`src/rtl/ctrl_pkg.sv`:
```
// Shared definitions for the single-bus RISC control sequencer:
// opcodes, instruction classes, FSM states and instruction field positions.
package ctrl_pkg;

  localparam logic [4:0] OP_LD   = 5'b00000;
  localparam logic [4:0] OP_LDI  = 5'b00001;
  localparam logic [4:0] OP_ST   = 5'b00010;
  localparam logic [4:0] OP_ADD  = 5'b00011;
  localparam logic [4:0] OP_SUB  = 5'b00100;
  localparam logic [4:0] OP_AND  = 5'b00101;
  localparam logic [4:0] OP_OR   = 5'b00110;
  localparam logic [4:0] OP_SHR  = 5'b00111;
  localparam logic [4:0] OP_SHL  = 5'b01000;
  localparam logic [4:0] OP_ROR  = 5'b01001;
  localparam logic [4:0] OP_ROL  = 5'b01010;
  localparam logic [4:0] OP_ADDI = 5'b01011;
  localparam logic [4:0] OP_ANDI = 5'b01100;
  localparam logic [4:0] OP_ORI  = 5'b01101;
  localparam logic [4:0] OP_NOP  = 5'b11010;
  localparam logic [4:0] OP_HALT = 5'b11011;

  // Address generation and ldi both use the adder.
  localparam logic [4:0] ALU_ADD = OP_ADD;

  localparam int RA_HI = 26;
  localparam int RA_LO = 23;
  localparam int RB_HI = 22;
  localparam int RB_LO = 19;
  localparam int RC_HI = 18;
  localparam int RC_LO = 15;
  localparam int C_HI  = 18;
  localparam int C_LO  = 0;

  typedef enum logic [3:0] {
    S_RST, S_T0, S_T1, S_T2, S_T3, S_T4, S_T5, S_T6, S_T7, S_HALT
  } state_t;

  typedef enum logic [2:0] {
    CL_RTYPE, CL_ITYPE, CL_LDI, CL_LD, CL_ST, CL_NOP, CL_HALT, CL_ILLEGAL
  } op_class_t;

endpackage

```
`src/rtl/ctrl_op_decode.sv`:
```
// Combinational opcode classifier feeding the sequencer's execute steps.
module ctrl_op_decode
  import ctrl_pkg::*;
#(
  parameter int OPW = 5
) (
  input  logic [OPW-1:0] opcode,
  output op_class_t      op_class
);

  always_comb begin
    // NOTE: a default assignment ahead of the case keeps this purely combinational (no latch).
    op_class = CL_ILLEGAL;
    case (opcode)
      OPW'(OP_LD):   op_class = CL_LD;
      OPW'(OP_LDI):  op_class = CL_LDI;
      OPW'(OP_ST):   op_class = CL_ST;
      OPW'(OP_ADD), OPW'(OP_SUB), OPW'(OP_AND), OPW'(OP_OR),
      OPW'(OP_SHR), OPW'(OP_SHL), OPW'(OP_ROR), OPW'(OP_ROL):
                     op_class = CL_RTYPE;
      OPW'(OP_ADDI), OPW'(OP_ANDI), OPW'(OP_ORI):
                     op_class = CL_ITYPE;
      OPW'(OP_NOP):  op_class = CL_NOP;
      OPW'(OP_HALT): op_class = CL_HALT;
      default:       op_class = CL_ILLEGAL;
    endcase
  end

endmodule

```
`src/rtl/control_sequencer.sv`:
```
// Moore control unit stepping T0..T7 per instruction with memory ready handshake.
// Optional retired-instruction counter enabled by defining CTRL_RETIRE_CNT_EN.
module control_sequencer
  import ctrl_pkg::*;
#(
  parameter int OPW          = 5,
  parameter int MEM_WAIT_MAX = 16
) (
  input  logic        clock,
  input  logic        reset_n,
  input  logic [31:0] ir,
  input  logic        stop,
  input  logic        mem_done,
  output logic        pc_out,
  output logic        pc_in,
  output logic        inc_pc,
  output logic        mar_in,
  output logic        mdr_in,
  output logic        mdr_out,
  output logic        ir_in,
  output logic        y_in,
  output logic        z_in,
  output logic        zlo_out,
  output logic        c_out,
  output logic        read,
  output logic        write,
  output logic        gra,
  output logic        grb,
  output logic        grc,
  output logic        r_in,
  output logic        r_out,
  output logic        ba_out,
  output logic [4:0]  alu_op,
  output logic        run,
  output logic        fault,
  output logic [31:0] retired
);

  localparam int WW = (MEM_WAIT_MAX > 1) ? $clog2(MEM_WAIT_MAX) : 1;
  localparam logic [WW-1:0] WLIM = WW'((MEM_WAIT_MAX > 0) ? MEM_WAIT_MAX - 1 : 0);

  logic [OPW-1:0] opcode;
  op_class_t      op_class;
  state_t         state, state_nxt;
  logic           fault_q, fault_set, stop_pend, retire, mem_wait, timeout;
  logic [WW-1:0]  wcnt;

  assign opcode = ir[31 -: OPW];

  ctrl_op_decode #(.OPW(OPW)) u_decode (
    .opcode  (opcode),
    .op_class(op_class)
  );

  assign mem_wait = (state == S_T1) ||
                    (state == S_T6 && op_class == CL_LD) ||
                    (state == S_T7 && op_class == CL_ST);
  assign timeout  = (MEM_WAIT_MAX != 0) && (wcnt == WLIM) && !mem_done;

  always_comb begin
    state_nxt = state;
    fault_set = 1'b0;
    retire    = 1'b0;
    case (state)
      S_RST: state_nxt = S_T0;
      S_T0:  state_nxt = (stop || stop_pend) ? S_HALT : S_T1;
      S_T1: begin
        if (mem_done)     state_nxt = S_T2;
        else if (timeout) begin state_nxt = S_HALT; fault_set = 1'b1; end
      end
      S_T2: state_nxt = S_T3;
      S_T3: begin
        case (op_class)
          CL_NOP:     begin state_nxt = S_T0; retire = 1'b1; end
          CL_HALT:    state_nxt = S_HALT;
          CL_ILLEGAL: begin state_nxt = S_HALT; fault_set = 1'b1; end
          default:    state_nxt = S_T4;
        endcase
      end
      S_T4: state_nxt = S_T5;
      S_T5: begin
        if (op_class == CL_LD || op_class == CL_ST) state_nxt = S_T6;
        else begin state_nxt = S_T0; retire = 1'b1; end
      end
      S_T6: begin
        if (op_class != CL_LD || mem_done) state_nxt = S_T7;
        else if (timeout) begin state_nxt = S_HALT; fault_set = 1'b1; end
      end
      S_T7: begin
        if (op_class != CL_ST || mem_done) begin state_nxt = S_T0; retire = 1'b1; end
        else if (timeout) begin state_nxt = S_HALT; fault_set = 1'b1; end
      end
      S_HALT:  state_nxt = S_HALT;
      default: state_nxt = S_RST;
    endcase
  end

  // NOTE: sequential state uses non-blocking assignments so every flop samples pre-edge values.
  always_ff @(posedge clock or negedge reset_n) begin
    if (!reset_n) begin
      state     <= S_RST;
      fault_q   <= 1'b0;
      stop_pend <= 1'b0;
      wcnt      <= '0;
    end else begin
      state     <= state_nxt;
      fault_q   <= fault_q | fault_set;
      // A stop seen mid-instruction is remembered until the next T0 consumes it.
      stop_pend <= (state == S_T0) ? 1'b0 : (stop_pend | stop);
      if (state_nxt != state) wcnt <= '0;
      else if (mem_wait)      wcnt <= wcnt + WW'(1);
    end
  end

  always_comb begin
    {pc_out, pc_in, inc_pc, mar_in, mdr_in, mdr_out, ir_in, y_in, z_in, zlo_out,
     c_out, read, write, gra, grb, grc, r_in, r_out, ba_out} = '0;
    alu_op = '0;
    case (state)
      S_T0: {pc_out, mar_in, inc_pc, z_in} = '1;
      S_T1: {zlo_out, pc_in, read, mdr_in} = '1;
      S_T2: {mdr_out, ir_in} = '1;
      S_T3: begin
        if (op_class == CL_RTYPE || op_class == CL_ITYPE) {grb, r_out, y_in} = '1;
        else if (op_class == CL_LDI || op_class == CL_LD || op_class == CL_ST)
          {grb, ba_out, y_in} = '1;
      end
      S_T4: begin
        z_in = 1'b1;
        if (op_class == CL_RTYPE) begin
          {grc, r_out} = '1;
          alu_op = 5'(opcode);
        end else if (op_class == CL_ITYPE) begin
          c_out  = 1'b1;
          alu_op = 5'(opcode);
        end else begin
          c_out  = 1'b1;
          alu_op = ALU_ADD;
        end
      end
      S_T5: begin
        zlo_out = 1'b1;
        if (op_class == CL_LD || op_class == CL_ST) mar_in = 1'b1;
        else {gra, r_in} = '1;
      end
      S_T6: begin
        mdr_in = 1'b1;
        if (op_class == CL_LD) read = 1'b1;
        else {gra, r_out} = '1;
      end
      S_T7: begin
        if (op_class == CL_LD) {mdr_out, gra, r_in} = '1;
        else write = 1'b1;
      end
      default: ;
    endcase
  end

  assign run   = (state != S_HALT);
  assign fault = fault_q;

  // Register fields are routed by the datapath's select/encode logic, not here.
  logic unused_fields;
  assign unused_fields = ^{ir[RA_HI:RA_LO], ir[RB_HI:RB_LO], ir[RC_HI:RC_LO], ir[C_HI:C_LO]};

`ifdef CTRL_RETIRE_CNT_EN
  logic [31:0] retired_q;
  always_ff @(posedge clock or negedge reset_n) begin
    if (!reset_n)    retired_q <= '0;
    else if (retire) retired_q <= retired_q + 32'd1;
  end
  assign retired = retired_q;
`else
  logic unused_retire;
  assign unused_retire = retire;
  assign retired       = '0;
`endif

endmodule

```
`config.mk`:
```
export PLATFORM = sky130hd
export DESIGN_NAME = control_sequencer
export DESIGN_NICKNAME = d
export VERILOG_FILES = /design/src/rtl/ctrl_pkg.sv /design/src/rtl/ctrl_op_decode.sv /design/src/rtl/control_sequencer.sv
export SDC_FILE = /design/constraint.sdc
export NUM_CORES = 1
export LEC_CHECK = 0
export ABC_CLOCK_PERIOD_IN_PS = 3350
export CORE_MARGIN = 2
export CORE_UTILIZATION = 30
export CTS_CLUSTER_SIZE = 20
export DETAILED_ROUTE_END_ITERATION = 8
export PLACE_DENSITY = 0.73
export SYNTH_ARGS = -nofsm -noshare
export SYNTH_HDL_FRONTEND = slang
export SYNTH_SLANG_ARGS = --single-unit
```
`constraint.sdc`:
```
create_clock -name clock -period 3.35 [get_ports clock]
set_input_delay 0.8375 -clock clock [delete_from_list [all_inputs] [get_ports clock]]
set_output_delay 0.8375 -clock clock [all_outputs]
set_load 0.005 [all_outputs]
```
==> impl_metrics.json, run 1 <==
{
  "setup_viol": 0,
  "dp_cells": 253,
  "ys_seq_area_share_pct": 20.04,
  "cts_tree": "done",
  "crit_path_top_delay_cell": "clkdlybuf4s50_1",
  "hold_ws_ns": 0.4790,
  "clock.fmax_ghz": 0.3122,
  "layout_commonest_cell": "conb_1",
  "die_w_um": 68.52,
  "critical_path_peak_fanout": 4,
  "crit_arrival_ns": 2.37,
  "hpwlAfterDp_mm": 2.393,
  "grt_use_total_pct": 13.88,
  "cpPeakStageDelay_ns": 0.49,
  "reg2reg_slack_ns": 1.35,
  "p_total_mw": 0.8301,
  "max-cap-violations": 0,
  "clock_latency_ns": 0.23,
  "cp_cell_sequence": "dlygate4sd2_1, buf_4, and3_2, nor2_4, and2_4, and2_1, clkdlybuf4s50_1",
  "crit_type": "primary input to output pin",
  "crit_family": "buffers and inverters",
  "worst_setup_path_end_kind": "output pin",
  "vias": 1226,
  "synthFlopType": "dfrtp_1",
  "root_buffer": "clkbuf_8",
  "drt_wl_total_mm": 3.034,
  "crit_path_start": "ir[29]",
  "p_leak_nw": 0.8670,
  "grt_pass1_wl_mm": 4.940,
  "timing.final.crit_share_pct": 95.62,
  "final_cell_mix": "33 x conb_1, 18 x buf_4, 17 x clkdlybuf4s50_1",
  "cts_max_path_buffers": 2,
  "die_area_um2": 4694,
  "rr_worst_depth": 6,
  "ys_ff_latch": 10,
  "hp-class": "flop to flop",
  "synth_area_um2": 1249,
  "final_cell_area_um2": 1683,
  "synth.avg_cell_area_um2": 7.708,
  "io_buffers": 33,
  "htreeDepth": 1,
  "yosysUniqueCellTypes": 48,
  "n_antenna_cell": 0,
  "synth_cells": 162,
  "grt-ovfl-total": 0,
  "hp-start": "fault",
  "status": "finished, final reports clean",
  "power.density_nw_per_um2": 493.3,
  "clock_skew_ns": 0.004537,
  "rsz0062_at_grt": "false",
  "firstDrtPassIters": 4,
  "drc": 0,
  "min_period_ns": 3.203,
  "syn_to_final_growth_pct": 34.77,
  "hold_depth": 2,
  "critPathRequiredTime_ns": 2.51,
  "start_kind": "primary input",
  "nets": 248,
  "worst-path-buf-inv": 3,
  "io_pins": 94,
  "min_to": "fault",
  "worstReg2RegStart": "state[0]",
  "place_congestion": 0.8269,
  "postPlaceCellArea_um2": 1594,
  "yosys_warnings": 0,
  "finalMaxSlewViolations": 0,
  "cts.clk_slew.worst_paths_ns": 0.05,
  "drive_gt1_share_pct": 20.57,
  "synth_edf_count": 0,
  "initial_core_util_pct": 31.22,
  "r2r-end": "wcnt[3]",
  "cts_made_buffers": 3,
  "final_cells": 259,
  "die_h_um": 68.52,
  "ir_worst_vdd_uv": 127.1,
  "dr.first_iter.drc_count": 83,
  "ant_nets": 0,
  "hold_viol": 0,
  "row_count": 23,
  "grt_max_degree": 19,
  "coreArea_um2": 4000,
  "grt_pass1_vias": 1088,
  "cts_sinks": 10,
  "via_per_inst": 4.734,
  "synthArstFlopShare_pct": 100.0,
  "wl_per_cell_um": 11.71,
  "antenna_found_initial": 0
}
layer usage:
| metal | wire length [µm] | global-route usage (%) | up-vias |
|---|---|---|---|
| met2 | 1587 | 25.00 | 47 |
| met1 | 1186 | 16.04 | 567 |
| li1 | - | - | 605 |
| met3 | 201 | 1.948 | 7 |
| met4 | 59 | 6.500 | 0 |
| met5 | 0 | 0 | - |
flip-flops by register name, summed over array words and instances, names as in the netlist:
signal     count
fault          1
stop_pend      1
wcnt           4
state          4
power by group:
| group | internal, mW | switching, mW | leakage (nW) |
|---|---|---|---|
| Combinational | 0.242 | 0.242 | 0.717 |
| Sequential | 0.154 | 0.0723 | 0.128 |
| Clock | 0.0782 | 0.0419 | 0.0216 |
| Total | 0.474 | 0.356 | 0.867 |
per-stage QoR:
| step | util, % | TNS, ns | setup slack (ns) |
|---|---|---|---|
| after global placement | 39.85 | -2.803 | -0.3539 |
| after CTS | 41.85 | 0 | 0.006423 |
| after floorplan | - | 0 | 0.5147 |
| after global routing | 42.07 | 0 | 0.09553 |
| final | 42.07 | 0 | 0.1466 |
| after detailed placement | 39.85 | -2.937 | -0.4162 |
cell usage after synthesis, types with 2 or more instances:
cell | count | area share, %
o211ai_1 | 2 | 1.2
nand3_1 | 2 | 0.80
buf_4 | 35 | 21
inv_1 | 4 | 1.2
nand3b_1 | 3 | 1.8
mux2i_1 | 2 | 1.6
and2_1 | 4 | 2.0
a21oi_1 | 5 | 2.0
a21o_1 | 2 | 1.2
nand4_1 | 2 | 1.0
nor3_1 | 8 | 3.2
or4b_1 | 2 | 1.6
buf_2 | 2 | 0.80
o21ai_0 | 2 | 0.80
nor2b_1 | 2 | 1.0
clkbuf_1 | 3 | 0.90
a31oi_1 | 6 | 3.0
dfrtp_1 | 10 | 20
nand2b_1 | 4 | 2.0
nor3_2 | 2 | 1.6
nor2_1 | 18 | 5.4
xor2_1 | 3 | 2.1
o22ai_1 | 2 | 1.0
nand2_1 | 11 | 3.3
a22o_1 | 2 | 1.4
and3_2 | 2 | 1.2
repair_timing:
| action | in CTS | in global routing |
|---|---|---|
| pin swaps | 4 | 1 |
| hold buffers | 0 | 0 |
| gates resized for setup | 28 | 7 |
| setup endpoints to repair | 16 | 10 |
| gates cloned | 0 | 0 |
| setup buffers | 3 | 0 |
cell type report:
type / count / area (µm²)
clock buffers: 3 / 41.29
fillers: 410 / 2317
inverters: 4 / 15.01
multi-input cells: 139 / 842.1
flip-flops and latches: 10 / 250.2
well taps: 50 / 62.56
repair buffers: 53 / 471.7
worst max path at each step:
| stage | end | slack [ns] | cells after the start |
|---|---|---|---|
| 2_1_floorplan | mdr_out | 0.51 | 5 |
| 3_3_place_gp | r_out | -0.35 | 7 |
| 3_5_place_dp | r_out | -0.42 | 7 |
| 4_1_cts | ba_out | 0.006 | 7 |
| 5_1_grt | ba_out | 0.1 | 7 |
| 6_report | ba_out | 0.15 | 7 |
kinds of logic after synthesis:
logic type / after synthesis / share of synthesized area, %
AO/OA/AOI/OAI: 33 / 20.04
XOR/XNOR: 3 / 2.105
adder cells (fa/ha/maj): 1 / 1.002
buffers and inverters: 45 / 24.85
flip-flops: 10 / 20.04
multiplexers: 2 / 1.603
other: 1 / 0.3003
AND/OR/NAND/NOR: 67 / 30.06
worst reg2reg max path: stages (launching register included):
cell,delay [ns]
dfrtp_1,0.55
or4b_1,0.70
o31ai_4,0.11
buf_4,0.16
o2111ai_1,0.13
xor2_1,0.18
nor3_2,0.05
Power figures use the tool's default switching activity.
==> run 2: changes to the inputs <==
CORE_MARGIN = not set   (was 2)
CORE_UTILIZATION = 38   (was 30)
PLACE_DENSITY = 0.86   (was 0.73)
SYNTH_HIERARCHICAL = 1   (was not set)
==> run 2 against run 1 <==
The run now ends with setup timing left. Via count up 13%. Critical path type unchanged. Power down 11%. Die area down 20%. Fmax down 4.9%. Synthesized cell count up 6.2%. Sequential power down 7%. Critical endpoint is now mar_in. Largest power group unchanged. Worst hold slack worse by 0.0020 ns. Register-to-register slack worse by 0.05 ns. Sequential cell count unchanged.
==> impl_metrics.json, run 2 <==
{
  "ys_seq_area_share_pct": 18.66,
  "crit_arrival_ns": 2.53,
  "yosys_warnings": 6,
  "ys_ff_latch": 10,
  "place_congestion": 0.8776,
  "cts_hold_buf": 0,
  "ir_worst_vdd_uv": 288.0,
  "yosysUniqueCellTypes": 52,
  "power.density_nw_per_um2": 392.0,
  "reg_top3": "state x4, wcnt x4",
  "setup_viol": 1,
  "finalMaxSlewViolations": 0,
  "dp_cells": 262,
  "critical_path_peak_fanout": 5,
  "start_kind": "primary input",
  "htreeDepth": 1,
  "ant_nets": 0,
  "min_period_ns": 3.368,
  "crit_path_top_delay_cell": "or3b_4",
  "synth_area_leaders": "buf_4 20%, dfrtp_1 19%, nand2_1 3.6%, a21oi_1 3.4%, nor3_1 3.4%",
  "hp-start": "fault",
  "grt_pass1_wl_mm": 5.119,
  "clock.fmax_ghz": 0.2969,
  "cts_tree": "done",
  "synth.most_common_cell": "buf_4",
  "crit_family": "simple AND/OR/NAND/NOR gates",
  "syn_to_final_growth_pct": 41.14,
  "crit_type": "primary input to output pin",
  "tns_ns": -0.01803,
  "slew_headroom_pct": 66.65,
  "clock_skew_ns": 0.0003723,
  "layout_commonest_cell": "conb_1",
  "status": "finished with violations",
  "n_antenna_cell": 0,
  "grt-ovfl-total": 0,
  "synth_cells": 172,
  "grt_use_total_pct": 18.45,
  "final_cells": 279,
  "grt_max_degree": 17,
  "dr.first_iter.drc_count": 65,
  "drc": 0,
  "dp_worst_setup_slack_ns": -0.9274,
  "max-cap-violations": 0,
  "drt_wl_total_mm": 3.594,
  "synthArstFlopShare_pct": 100.0,
  "cts.clk_slew.worst_paths_ns": 0.06,
  "hp-class": "flop to flop",
  "synth_top_area_share_pct": 19.59,
  "io_pins": 94,
  "crit_path_start": "ir[30]",
  "antenna_found_initial": 0,
  "violations": "setup timing",
  "synth_area_um2": 1341,
  "hold_ws_ns": 0.4770,
  "die_h_um": 61.41,
  "cts_max_path_buffers": 2,
  "clock_latency_ns": 0.25,
  "worst_setup_path_end_kind": "output pin",
  "worst-path-buf-inv": 4,
  "critPathRequiredTime_ns": 2.51,
  "drive_gt1_share_pct": 30.90,
  "synth_edf_count": 0,
  "io_buffers": 34,
  "final_cell_mix": "32 x conb_1, 29 x buf_4, 12 x nand2_1, 12 x clkdlybuf4s50_1",
  "cts_made_buffers": 3,
  "tightest_slew_ns": 0.5003,
  "nets": 272,
  "wl_per_cell_um": 12.88,
  "final_util_pct": 56.29,
  "cpPeakStageDelay_ns": 0.41,
  "synthFlopType": "dfrtp_1",
  "coreArea_um2": 3363,
  "synth_largest_area_cell": "buf_4",
  "die_area_um2": 3771,
  "p_leak_nw": 0.9595,
  "via_per_inst": 4.961,
  "hpwlAfterDp_mm": 2.447,
  "cp_cell_sequence": "buf_2, buf_6, nand2_1, nand2_1, o211ai_1, buf_4, nor3b_4, nor2_2, or3b_4, a21oi_2, buf_2",
  "row_count": 21,
  "grt_pass1_vias": 1154,
  "root_buffer": "clkbuf_4",
  "worstReg2RegStart": "state[1]",
  "firstDrtPassIters": 4,
  "cts_sinks": 10,
  "die_w_um": 61.41,
  "rsz0062_at_grt": "true",
  "synth.avg_cell_area_um2": 7.798,
  "final.setup.worst_slack_ns": -0.01803,
  "timing.final.crit_share_pct": 100.5,
  "vias": 1384,
  "initial_core_util_pct": 39.88,
  "synth_common_cells": "35 x buf_4, 13 x nand2_1, 12 x nor2_1, 10 x dfrtp_1",
  "hold_viol": 0
}
[run 2: layout make-up]
type,instances,area [µm²]
Clock buffer,3,22.52
Sequential cell,10,250.2
Timing Repair Buffer,69,586.8
Tap cell,46,57.56
Multi-Input combinational cell,147,955.9
Fill cell,296,1470
Inverter,4,20.02
[run 2: cell families (layout without fill, tap and decap cells)]
family / count (synthesis) / after routing / synth area share (%)
AND/OR/NAND/NOR: 69 / 69 / 31.06
flip-flops: 10 / 10 / 18.66
buffers and inverters: 46 / 76 / 24.44
AO/OA/AOI/OAI: 39 / 39 / 20.24
multiplexers: 2 / 2 / 1.772
adder cells (fa/ha/maj): 1 / 1 / 0.9327
other: 1 / 32 / 0.2796
XOR/XNOR: 4 / 4 / 2.612
[run 2: worst reg2reg max path: cells and delay by family, from the launching register on]
kind	cells	cell delay, ns
flops	1	0.64
mux	1	0.31
compound gates	2	0.26
simple gates	2	0.70
[run 2: metal layers]
metal | global-route usage, % | up-vias | wire length (µm)
met5 | 0 | - | 0
met4 | 7.302 | 0 | 64
met3 | 1.471 | 4 | 170
met2 | 34.78 | 60 | 1944
met1 | 21.53 | 645 | 1415
li1 | - | 675 | -
[run 2: report_power, final]
part,internal [mW],switching (mW),total (mW)
Clock,0.0411,0.0340,0.0751
Sequential,0.145,0.0657,0.211
Combinational,0.230,0.226,0.456
[run 2: stage by stage]
stage	total power, mW	cell area [µm²]
final	0.7421	1893
after global placement	0.6194	1705
after detailed placement	0.6316	1705
after CTS	0.7223	1839
after floorplan	0.4759	1458
after global routing	0.8025	1893
[run 2: worst paths after layout]
check / endpoint / slack, ns / depth (start not counted)
min in group asynchronous: fault / 0.88 / 1
hold reg to reg: fault / 0.48 / 1
setup / recovery: mar_in / -0.02 / 11
setup reg to reg: wcnt[0] / 1.30 / 5
hold / removal: fault / 0.48 / 1
max in group asynchronous: stop_pend / 2.19 / 1
[run 2: timing repair]
| action | CTS | global route |
|---|---|---|
| pin swaps | 13 | 15 |
| setup buffers | 10 | 5 |
| endpoints found under the hold margin | 0 | 0 |
| gates resized for setup | 55 | 34 |
| setup endpoints to repair | 17 | 11 |
==> run 3: changes to the inputs <==
ABC_CLOCK_PERIOD_IN_PS = 3430   (was 3350)
CORE_UTILIZATION = 35   (was 38)
PLACE_DENSITY = 0.8   (was 0.86)
TNS_END_PERCENT = 5   (was not set)
clock period = 3.43 ns   (was 3.35 ns; I/O delays follow)
==> run 3 against run 2 <==
Die area grew 8.3%. The flow now finishes without violations. Combinational power fell by 11%. Via count shrank 3.8%. Final area fell by 3.2%. Sequential cell count unchanged. Routed wire length shrank 11%. Power increased by 2.5%.
==> impl_metrics.json, run 3 (same netlist as run 2, synthesis figures left out) <==
{
  "crit_type": "primary input to output pin",
  "cpPeakStageDelay_ns": 0.41,
  "grt_pass1_vias": 1149,
  "timing.final.crit_share_pct": 99.16,
  "final_cells": 271,
  "tns_ns": 0,
  "clock_latency_ns": 0.23,
  "rr_worst_depth": 5,
  "die_w_um": 63.91,
  "cts_sinks": 10,
  "drive_gt1_share_pct": 25.11,
  "syn_to_final_growth_pct": 36.66,
  "critPathCapture": "mar_in",
  "power.density_nw_per_um2": 414.9,
  "dr.first_iter.drc_count": 59,
  "worst-path-buf-inv": 3,
  "slew_headroom_pct": 55.68,
  "layout.area.seq_um2": 250.2,
  "io_pins": 94,
  "hp-class": "flop to flop",
  "wl_met1_mm": 1.423,
  "firstDrtPassIters": 4,
  "cts_hold_buf": 0,
  "ant_nets": 0,
  "p_leak_nw": 0.8888,
  "dr_wl_met2_mm": 1.570,
  "reg2reg_slack_ns": 1.36,
  "hold_viol": 0,
  "place_congestion": 0.8520,
  "crit_path_top_delay_cell": "or3b_4",
  "vias": 1332,
  "r2r-end": "wcnt[1]",
  "drt_wl_total_mm": 3.187,
  "cts_max_path_buffers": 2,
  "critical_path_peak_fanout": 5,
  "initial_core_util_pct": 36.64,
  "worst_setup_path_end_kind": "output pin",
  "coreArea_um2": 3661,
  "reg_top3": "state x4, wcnt x4",
  "htreeDepth": 1,
  "grt_pass1_wl_mm": 5.416,
  "start_kind": "primary input",
  "min_period_ns": 3.401,
  "wl_per_cell_um": 11.76,
  "antenna_found_initial": 0,
  "final_cell_area_um2": 1833,
  "nets": 261,
  "layout_commonest_cell": "conb_1",
  "wl_met3_um": 138,
  "grt_max_degree": 17,
  "worstReg2RegStart": "state[3]",
  "cts_made_buffers": 3,
  "clock_skew_ns": 0.0007327,
  "via_per_inst": 4.915,
  "cts_tree": "done",
  "postPlaceCellArea_um2": 1693,
  "hpwlAfterDp_mm": 2.361,
  "drc": 0,
  "num-fill-cells": 355,
  "finalMaxSlewViolations": 0,
  "crit_family": "simple AND/OR/NAND/NOR gates",
  "final_cell_mix": "32 x conb_1, 19 x buf_4, 16 x clkdlybuf4s50_1",
  "status": "finished, final reports clean",
  "critPathRequiredTime_ns": 2.57,
  "max-cap-violations": 0,
  "multi_input_area_um2": 945.9,
  "routed.top_layer": "met4",
  "io_buffers": 34,
  "hold_ws_ns": 0.4723,
  "die_area_um2": 4084,
  "ir_worst_vdd_uv": 282.9,
  "clock.fmax_ghz": 0.2940,
  "dp_cells": 262,
  "die_h_um": 63.91,
  "n_antenna_cell": 0,
  "root_buffer": "clkbuf_8",
  "crit_arrival_ns": 2.54,
  "p_total_mw": 0.7604,
  "tightest_slew_ns": 0.6630,
  "grt_use_total_pct": 16.38,
  "crit_cells": 10,
  "crit_path_start": "ir[27]",
  "setup_viol": 0,
  "cp_cell_sequence": "buf_8, and3b_1, o21ai_1, o211ai_1, buf_4, nor3b_4, nor2_2, or3b_4, a21oi_2, buf_2",
  "cts.clk_slew.worst_paths_ns": 0.05,
  "rsz0062_at_grt": "true",
  "row_count": 22,
  "grt-ovfl-total": 0
}
[run 3: cell types whose count changed in the layout (fill, tap and decap cells not counted), sizes merged]
cell,change
buf,-13
clkdlybuf4s50,+4
clkdlybuf4s15,-2
dlymetal6s2s,-2
clkbuf,-1
dlygate4sd2,+4
[run 3: how the worst min path moves through the flow]
stage / startpoint / end / slack (ns) / depth (start not counted)
2_1_floorplan: fault / fault / 0.46 / 1
3_5_place_dp: fault / fault / 0.47 / 1
6_report: fault / fault / 0.47 / 1
4_1_cts: fault / fault / 0.48 / 1
5_1_grt: fault / fault / 0.52 / 1
3_3_place_gp: fault / fault / 0.47 / 1
[run 3: stage by stage]
step | worst slack (ns) | util [%]
6_report | 0.02895 | 50.07
5_1_grt | -0.05678 | 50.07
4_1_cts | -0.05192 | 49.90
3_5_place_dp | -0.7825 | 46.24
3_3_place_gp | -0.7891 | 46.24
2_1_floorplan | 0.2380 | -
[run 3: area by class of cell]
type                    instances  area share [%]
well taps                      48           3.276
repair buffers                 58           27.37
multi-input cells             147           51.60
inverters                       4           1.092
flip-flops and latches         10           13.65
clock buffers                   4           3.003
[run 3: repair_timing]
item                       4_1_cts  5_1_grt
resized for setup               46       25
setup buffers                    5        1
setup endpoints to repair       17       13
pin swaps                        9       11
[run 3: where the power goes]
group	total, mW	internal (mW)	switching [mW]
Combinational	0.407	0.205	0.202
Sequential	0.209	0.142	0.0670
Clock	0.145	0.101	0.0439
Total	0.760	0.448	0.313
[run 3: layer usage]
| layer | up-vias | track usage, % |
|---|---|---|
| met3 | 5 | 2.143 |
| li1 | 650 | - |
| met1 | 631 | 21.52 |
| met2 | 46 | 27.66 |
| met4 | 0 | 4.830 |
| met5 | - | 0 |
